File: config.mk
export PLATFORM = sky130hd
export DESIGN_NAME = regfile_mp
export DESIGN_NICKNAME = d
export VERILOG_FILES = /design/src/rtl/regfile_mp.sv
export SDC_FILE = /design/constraint.sdc
export NUM_CORES = 2
export LEC_CHECK = 0
export ABC_AREA = 1
export CAP_MARGIN = 10
export CORE_UTILIZATION = 30
export DETAILED_ROUTE_END_ITERATION = 10
export GPL_TIMING_DRIVEN = 1
export SLEW_MARGIN = 20
export SYNTH_ARGS = -nofsm -noshare
export SYNTH_HDL_FRONTEND = slang
export SYNTH_SLANG_ARGS = --single-unit
File: constraint.sdc
create_clock -name clk -period 8.8 [get_ports clk]
set_input_delay 0.88 -clock clk [delete_from_list [all_inputs] [get_ports clk]]
set_output_delay 0.88 -clock clk [all_outputs]
set_load 0.02 [all_outputs]
File: src/rtl/regfile_mp.sv
// regfile_mp: multi-read-port integer register file.
// x0 is hardwired to zero. Same-edge writes bypass to reads (write-first).
// A per-register busy scoreboard is set by reservations from issue and
// cleared by writeback. Every output comes straight from a register.
module regfile_mp #(
    parameter int XLEN  = 32,
    parameter int NREGS = 32,
    parameter int NRD   = 2,
    localparam int AW   = $clog2(NREGS)
) (
    input  logic                  clk,
    input  logic                  reset,
    input  logic [NRD*AW-1:0]     rd_addr,
    input  logic [NRD-1:0]        rd_valid,
    output logic [NRD*XLEN-1:0]   rd_data,
    output logic [NRD-1:0]        rd_ack,
    output logic [NRD-1:0]        rd_busy,
    input  logic [AW-1:0]         wr_addr,
    input  logic [XLEN-1:0]       wr_data,
    input  logic                  wr_valid,
    output logic                  wr_ack,
    input  logic [AW-1:0]         rsv_addr,
    input  logic                  rsv_valid,
    output logic [NREGS-1:0]      busy_vec
);

    // Architectural state. Entry 0 is never loaded, so it stays zero.
    logic [XLEN-1:0]     regs_q [NREGS];
    logic [XLEN-1:0]     regs_d [NREGS];
    logic [NREGS-1:0]    busy_q;
    logic [NREGS-1:0]    busy_d;

    // Read and write response registers.
    logic [NRD*XLEN-1:0] rd_data_q;
    logic [NRD*XLEN-1:0] rd_data_d;
    logic [NRD-1:0]      rd_ack_q;
    logic [NRD-1:0]      rd_ack_d;
    logic [NRD-1:0]      rd_busy_q;
    logic [NRD-1:0]      rd_busy_d;
    logic                wr_ack_q;
    logic                wr_ack_d;

    // Decoded request qualifiers.
    logic [AW-1:0]       ra_s [NRD];
    logic                wr_nz_s;
    logic                rsv_nz_s;

    // A write or reservation of x0 has no effect on state.
    assign wr_nz_s  = wr_valid  & (wr_addr  != {AW{1'b0}});
    assign rsv_nz_s = rsv_valid & (rsv_addr != {AW{1'b0}});

    // Unpack the per-port read addresses.
    for (genvar g = 0; g < NRD; g++) begin : g_ra
        assign ra_s[g] = rd_addr[g*AW +: AW];
    end

    // Next register contents: load the write target and keep x0 at zero.
    always_comb begin
        for (int n = 0; n < NREGS; n++) begin
            if (n == 0) begin
                regs_d[n] = {XLEN{1'b0}};
            end else if (wr_nz_s && (wr_addr == AW'(n))) begin
                regs_d[n] = wr_data;
            end else begin
                regs_d[n] = regs_q[n];
            end
        end
    end

    // Next scoreboard. A same-edge reservation beats writeback because the
    // reservation belongs to a younger instruction.
    always_comb begin
        for (int n = 0; n < NREGS; n++) begin
            if (n == 0) begin
                busy_d[n] = 1'b0;
            end else if (rsv_nz_s && (rsv_addr == AW'(n))) begin
                busy_d[n] = 1'b1;
            end else if (wr_valid && (wr_addr == AW'(n))) begin
                busy_d[n] = 1'b0;
            end else begin
                busy_d[n] = busy_q[n];
            end
        end
    end

    // Per-port read response: bypass a same-edge write to a nonzero address.
    // A same-edge write clears rd_busy. A same-edge reservation does not set it.
    always_comb begin
        rd_data_d = rd_data_q;
        rd_ack_d  = {NRD{1'b0}};
        rd_busy_d = {NRD{1'b0}};
        for (int i = 0; i < NRD; i++) begin
            if (rd_valid[i]) begin
                rd_ack_d[i] = 1'b1;
                if (wr_nz_s && (wr_addr == ra_s[i])) begin
                    rd_data_d[i*XLEN +: XLEN] = wr_data;
                end else if (ra_s[i] == {AW{1'b0}}) begin
                    rd_data_d[i*XLEN +: XLEN] = {XLEN{1'b0}};
                end else begin
                    rd_data_d[i*XLEN +: XLEN] = regs_q[ra_s[i]];
                end
                if (wr_valid && (wr_addr == ra_s[i])) begin
                    rd_busy_d[i] = 1'b0;
                end else begin
                    rd_busy_d[i] = busy_q[ra_s[i]];
                end
            end else begin
                rd_ack_d[i]               = 1'b0;
                rd_busy_d[i]              = 1'b0;
                rd_data_d[i*XLEN +: XLEN] = rd_data_q[i*XLEN +: XLEN];
            end
        end
    end

    // Every accepted write, including a write to x0, is acknowledged one cycle later.
    always_comb begin
        if (wr_valid) begin
            wr_ack_d = 1'b1;
        end else begin
            wr_ack_d = 1'b0;
        end
    end

    // Register file storage with synchronous clear.
    always_ff @(posedge clk) begin
        if (reset) begin
            for (int n = 0; n < NREGS; n++) begin
                regs_q[n] <= {XLEN{1'b0}};
            end
        end else begin
            for (int n = 0; n < NREGS; n++) begin
                regs_q[n] <= regs_d[n];
            end
        end
    end

    // Scoreboard and response registers. Reset discards all in-flight acks.
    always_ff @(posedge clk) begin
        if (reset) begin
            busy_q    <= {NREGS{1'b0}};
            rd_data_q <= {(NRD*XLEN){1'b0}};
            rd_ack_q  <= {NRD{1'b0}};
            rd_busy_q <= {NRD{1'b0}};
            wr_ack_q  <= 1'b0;
        end else begin
            busy_q    <= busy_d;
            rd_data_q <= rd_data_d;
            rd_ack_q  <= rd_ack_d;
            rd_busy_q <= rd_busy_d;
            wr_ack_q  <= wr_ack_d;
        end
    end

    assign rd_data  = rd_data_q;
    assign rd_ack   = rd_ack_q;
    assign rd_busy  = rd_busy_q;
    assign wr_ack   = wr_ack_q;
    assign busy_vec = busy_q;

endmodule

==> impl_metrics.ini <==
[clock_tree]
cts_resized = 0
clk_latency_ps = 750
clk_pin_slew_ps = 60
cts_buffers = 110
cts_sinks = 1092
cts_setup_buffers = 0
max-clock-path-buffers = 3
htree_num_levels = 3
tritoncts = built
cts-hold-fix-buffers = 0
clockRootBuffer = clkbuf_16

[global_route]
grt_pass1_vias = 51300
overflow = 0
antenna_found_initial = 7
grt_usage_pct = 23.4
grt_pass1_wl_um = 348000
grt_max_degree = 188

[route]
wl_met1_um = 87700
vias = 55000
drc = 0
top_layer = met5
dr.pass1.iters = 7
drt-total-wl_um = 242000
viasPerCell = 5.34
ant_nets = 0
drt-initial-drc-count = 7927
wl_per_cell_um = 23.5
wl_met3_um = 25300
wl_met2_um = 110000

[placement]
placed_cell_area_sq_mm = 0.0634
dp_hpwl_um = 139000
place_congestion = 0.972
post-place-cells = 10100
port_buffers = 157

[final_layout]
fillers = 20300
fin_area_sq_mm = 0.0671
finalNonFillerCells = 10300
nets = 7623
areaGrowthSynthToFinish_pct = 12.4
layout-drive-gt1-share_pct = 4.67
seq_area_sq_mm = 0.0318
multi_input_area_sq_mm = 0.0221

[logic_synthesis]
synth-main-ff-cell = edfxtp_1
ys_seq_area_share_pct = 53.2
synth_area_sq_mm = 0.0597
synth.avg_cell_area_sq_um = 7.72
syn_inst = 7730
yosysTopAreaCell = edfxtp_1
yosysTopAreaCellShare_pct = 49.9
yosysWarnings = 0
synth_fp_nets = 7788
synth_edf_count = 992
synthArstFlopShare_pct = 0
ys_seq_elements = 1092
synth_area_leaders = edfxtp_1 (50%), nand2_1 (14%), nand3_1 (10%)
ys_types = 30

[timing]
hold_viol_final = 0
fin_worst_skew_ps = 23.2
rsz0062_at_grt = no
setup_viol = 0
finalCritPeriodShare_pct = 46.1
tightest_slew_ps = 1150
setup_tns_ps = 0
slew_viol_final = 0
fmax_mhz = 246
period_minus_slack_ps = 4060
max_slew_margin_pct = 22.8

[outcome]
status = finished clean

[die]
die_width_um = 448
fp.dieArea_sq_mm = 0.201
initial_core_util_pct = 30.2
die_height_um = 448
io_pins = 159
placementRows = 163
core_sq_mm = 0.198

[critical_path]
slowest_stage = buf_4
path_cells = buf_8 > inv_8 > buf_4 > buf_4 > nand2_1 > nand3_1 > nand3_1 > nand3_1 > nand3_1 > nand3_1 > a21oi_1
end_kind = register
slowest_delay_ps = 940
required_ps = 9410
r2r_slack_ps = 7220
critPathMaxFanout = 103
crit_top_cell = nand3_1
arrival_ps = 4670
start_kind = input port
path_delay_family = buffers and inverters
rr_endpoint = rd_data[50]$_SDFFE_PP0P_
critical_path_buf_inv_count = 4
reg2reg_from = regs_q[1][18]$_SDFFCE_PN0P_
critPathKind = input port to register
r2r_cells = 8

[pwr]
p_total_mw = 13.0
ir_drop_mv = 0.189
p_leak_nw = 28.4
power.density_mw_per_mm2 = 194

[worst_hold_path]
hold_class = input port to register
min_to = rd_ack[0]$_SDFF_PP0_
worstHoldStart = rd_valid[0]
min_delay_path_depth = 3

[run]
maxCapViolCount = 0
[per-stage QoR]
stage	hold WS [ps]	utilization, %	setup slack (ps)
floorplan	548	-	4660
global placement	489	32.1	4090
detailed placement	499	32.1	4190
CTS	412	34.0	4960
global route	444	34.0	4720
finish	463	34.0	4740
[per-layer routing]
layer	vias to the layer above	GRT usage, %
met1	26000	28.3
li1	24500	-
met3	796	3.95
met4	6	16.7
met2	3679	37.8
met5	-	0
[power breakdown]
group / internal [mW] / switching [mW]
registers: 6.03 / 0.182
logic: 0.491 / 1.40
clock network: 2.81 / 2.13
total: 9.33 / 3.72
[area by class of cell]
cell class                 instances  share of cell area (%)
clock inverter                    56                   0.945
sequential                      1092                    47.4
inverter                         972                    5.49
clock buffer                     151                    4.56
antenna                            3                  0.0112
timing repair buffer             270                    3.73
multi-input combinational       5119                    33.0
tap                             2640                    4.92
[synthesized netlist by cell type, types with 9 or more instances]
library cell	number
inv_2	11
o32ai_1	9
dfxtp_1	100
nor2_1	1024
nand2_1	2248
a21oi_1	204
o22ai_1	11
o21ai_0	203
nand3_1	1222
o21ai_1	56
clkinv_1	10
nand4_1	21
buf_2	195
buf_1	92
clkbuf_1	240
inv_1	951
o211ai_1	100
edfxtp_1	992
buf_4	17
[registers in the layout, summed over array words and instances, names as in the netlist]
| name | flops |
|---|---|
| busy_vec | 31 |
| regs_q | 992 |
| wr_ack | 1 |
| rd_data | 64 |
| rd_ack | 2 |
| rd_busy | 2 |
[logic make-up after synthesis]
family | Yosys count | synth area share (%)
buf+inv | 1519 | 10.1
other cells | 1 | 0.00628
flops | 1092 | 53.2
compound gates | 589 | 5.46
simple gates | 4529 | 31.2
[worst max path at each step]
stage,start,to,slack (ps),cells past startpoint
floorplan,wr_valid,regs_q[1][0]$_SDFFCE_PN0P_,4660,5
global placement,rd_addr[0],rd_data[22]$_SDFFE_PP0P_,4090,12
detailed placement,rd_addr[5],rd_data[37]$_SDFFE_PP0P_,4190,11
CTS,rd_addr[5],rd_data[37]$_SDFFE_PP0P_,4960,11
global route,rd_addr[5],rd_data[37]$_SDFFE_PP0P_,4720,11
finish,rd_addr[5],rd_data[37]$_SDFFE_PP0P_,4740,11
[worst register-to-register path: stages (launching register included)]
cell      delay (ps)
edfxtp_1         500
nand2_1          120
nor2_1            50
nor2_1           100
nand2_1           70
nand3_1           80
nand3_1          250
nand3_1          220
a21oi_1           80
[cell usage in the layout (no fill, tap or decap), types with 5 or more instances in the layout]
| cell type | synthesis | layout |
|---|---|---|
| inv_1 | 951 | 948 |
| clkdlybuf4s50_1 | 0 | 145 |
| buf_4 | 17 | 109 |
| nor2_2 | 5 | 5 |
| clkbuf_16 | 0 | 112 |
| o21ai_0 | 203 | 188 |
| nor2_4 | 3 | 7 |
| nand2_1 | 2248 | 2230 |
| o22ai_1 | 11 | 11 |
| o21ai_1 | 56 | 56 |
| clkbuf_8 | 0 | 11 |
| nand4_1 | 21 | 21 |
| nand2_2 | 0 | 17 |
| clkbuf_1 | 240 | 28 |
| dfxtp_1 | 100 | 100 |
| o21ai_4 | 0 | 15 |
| o32ai_1 | 9 | 9 |
| clkinv_2 | 0 | 25 |
| inv_2 | 11 | 7 |
| o211ai_1 | 100 | 100 |
| a21oi_1 | 204 | 204 |
| nor2_1 | 1024 | 1020 |
| clkinv_1 | 10 | 18 |
| buf_12 | 0 | 7 |
| edfxtp_1 | 992 | 992 |
| nand3_1 | 1222 | 1221 |
| bufinv_16 | 0 | 13 |
No activity file was read; power rests on OpenSTA's default activity.
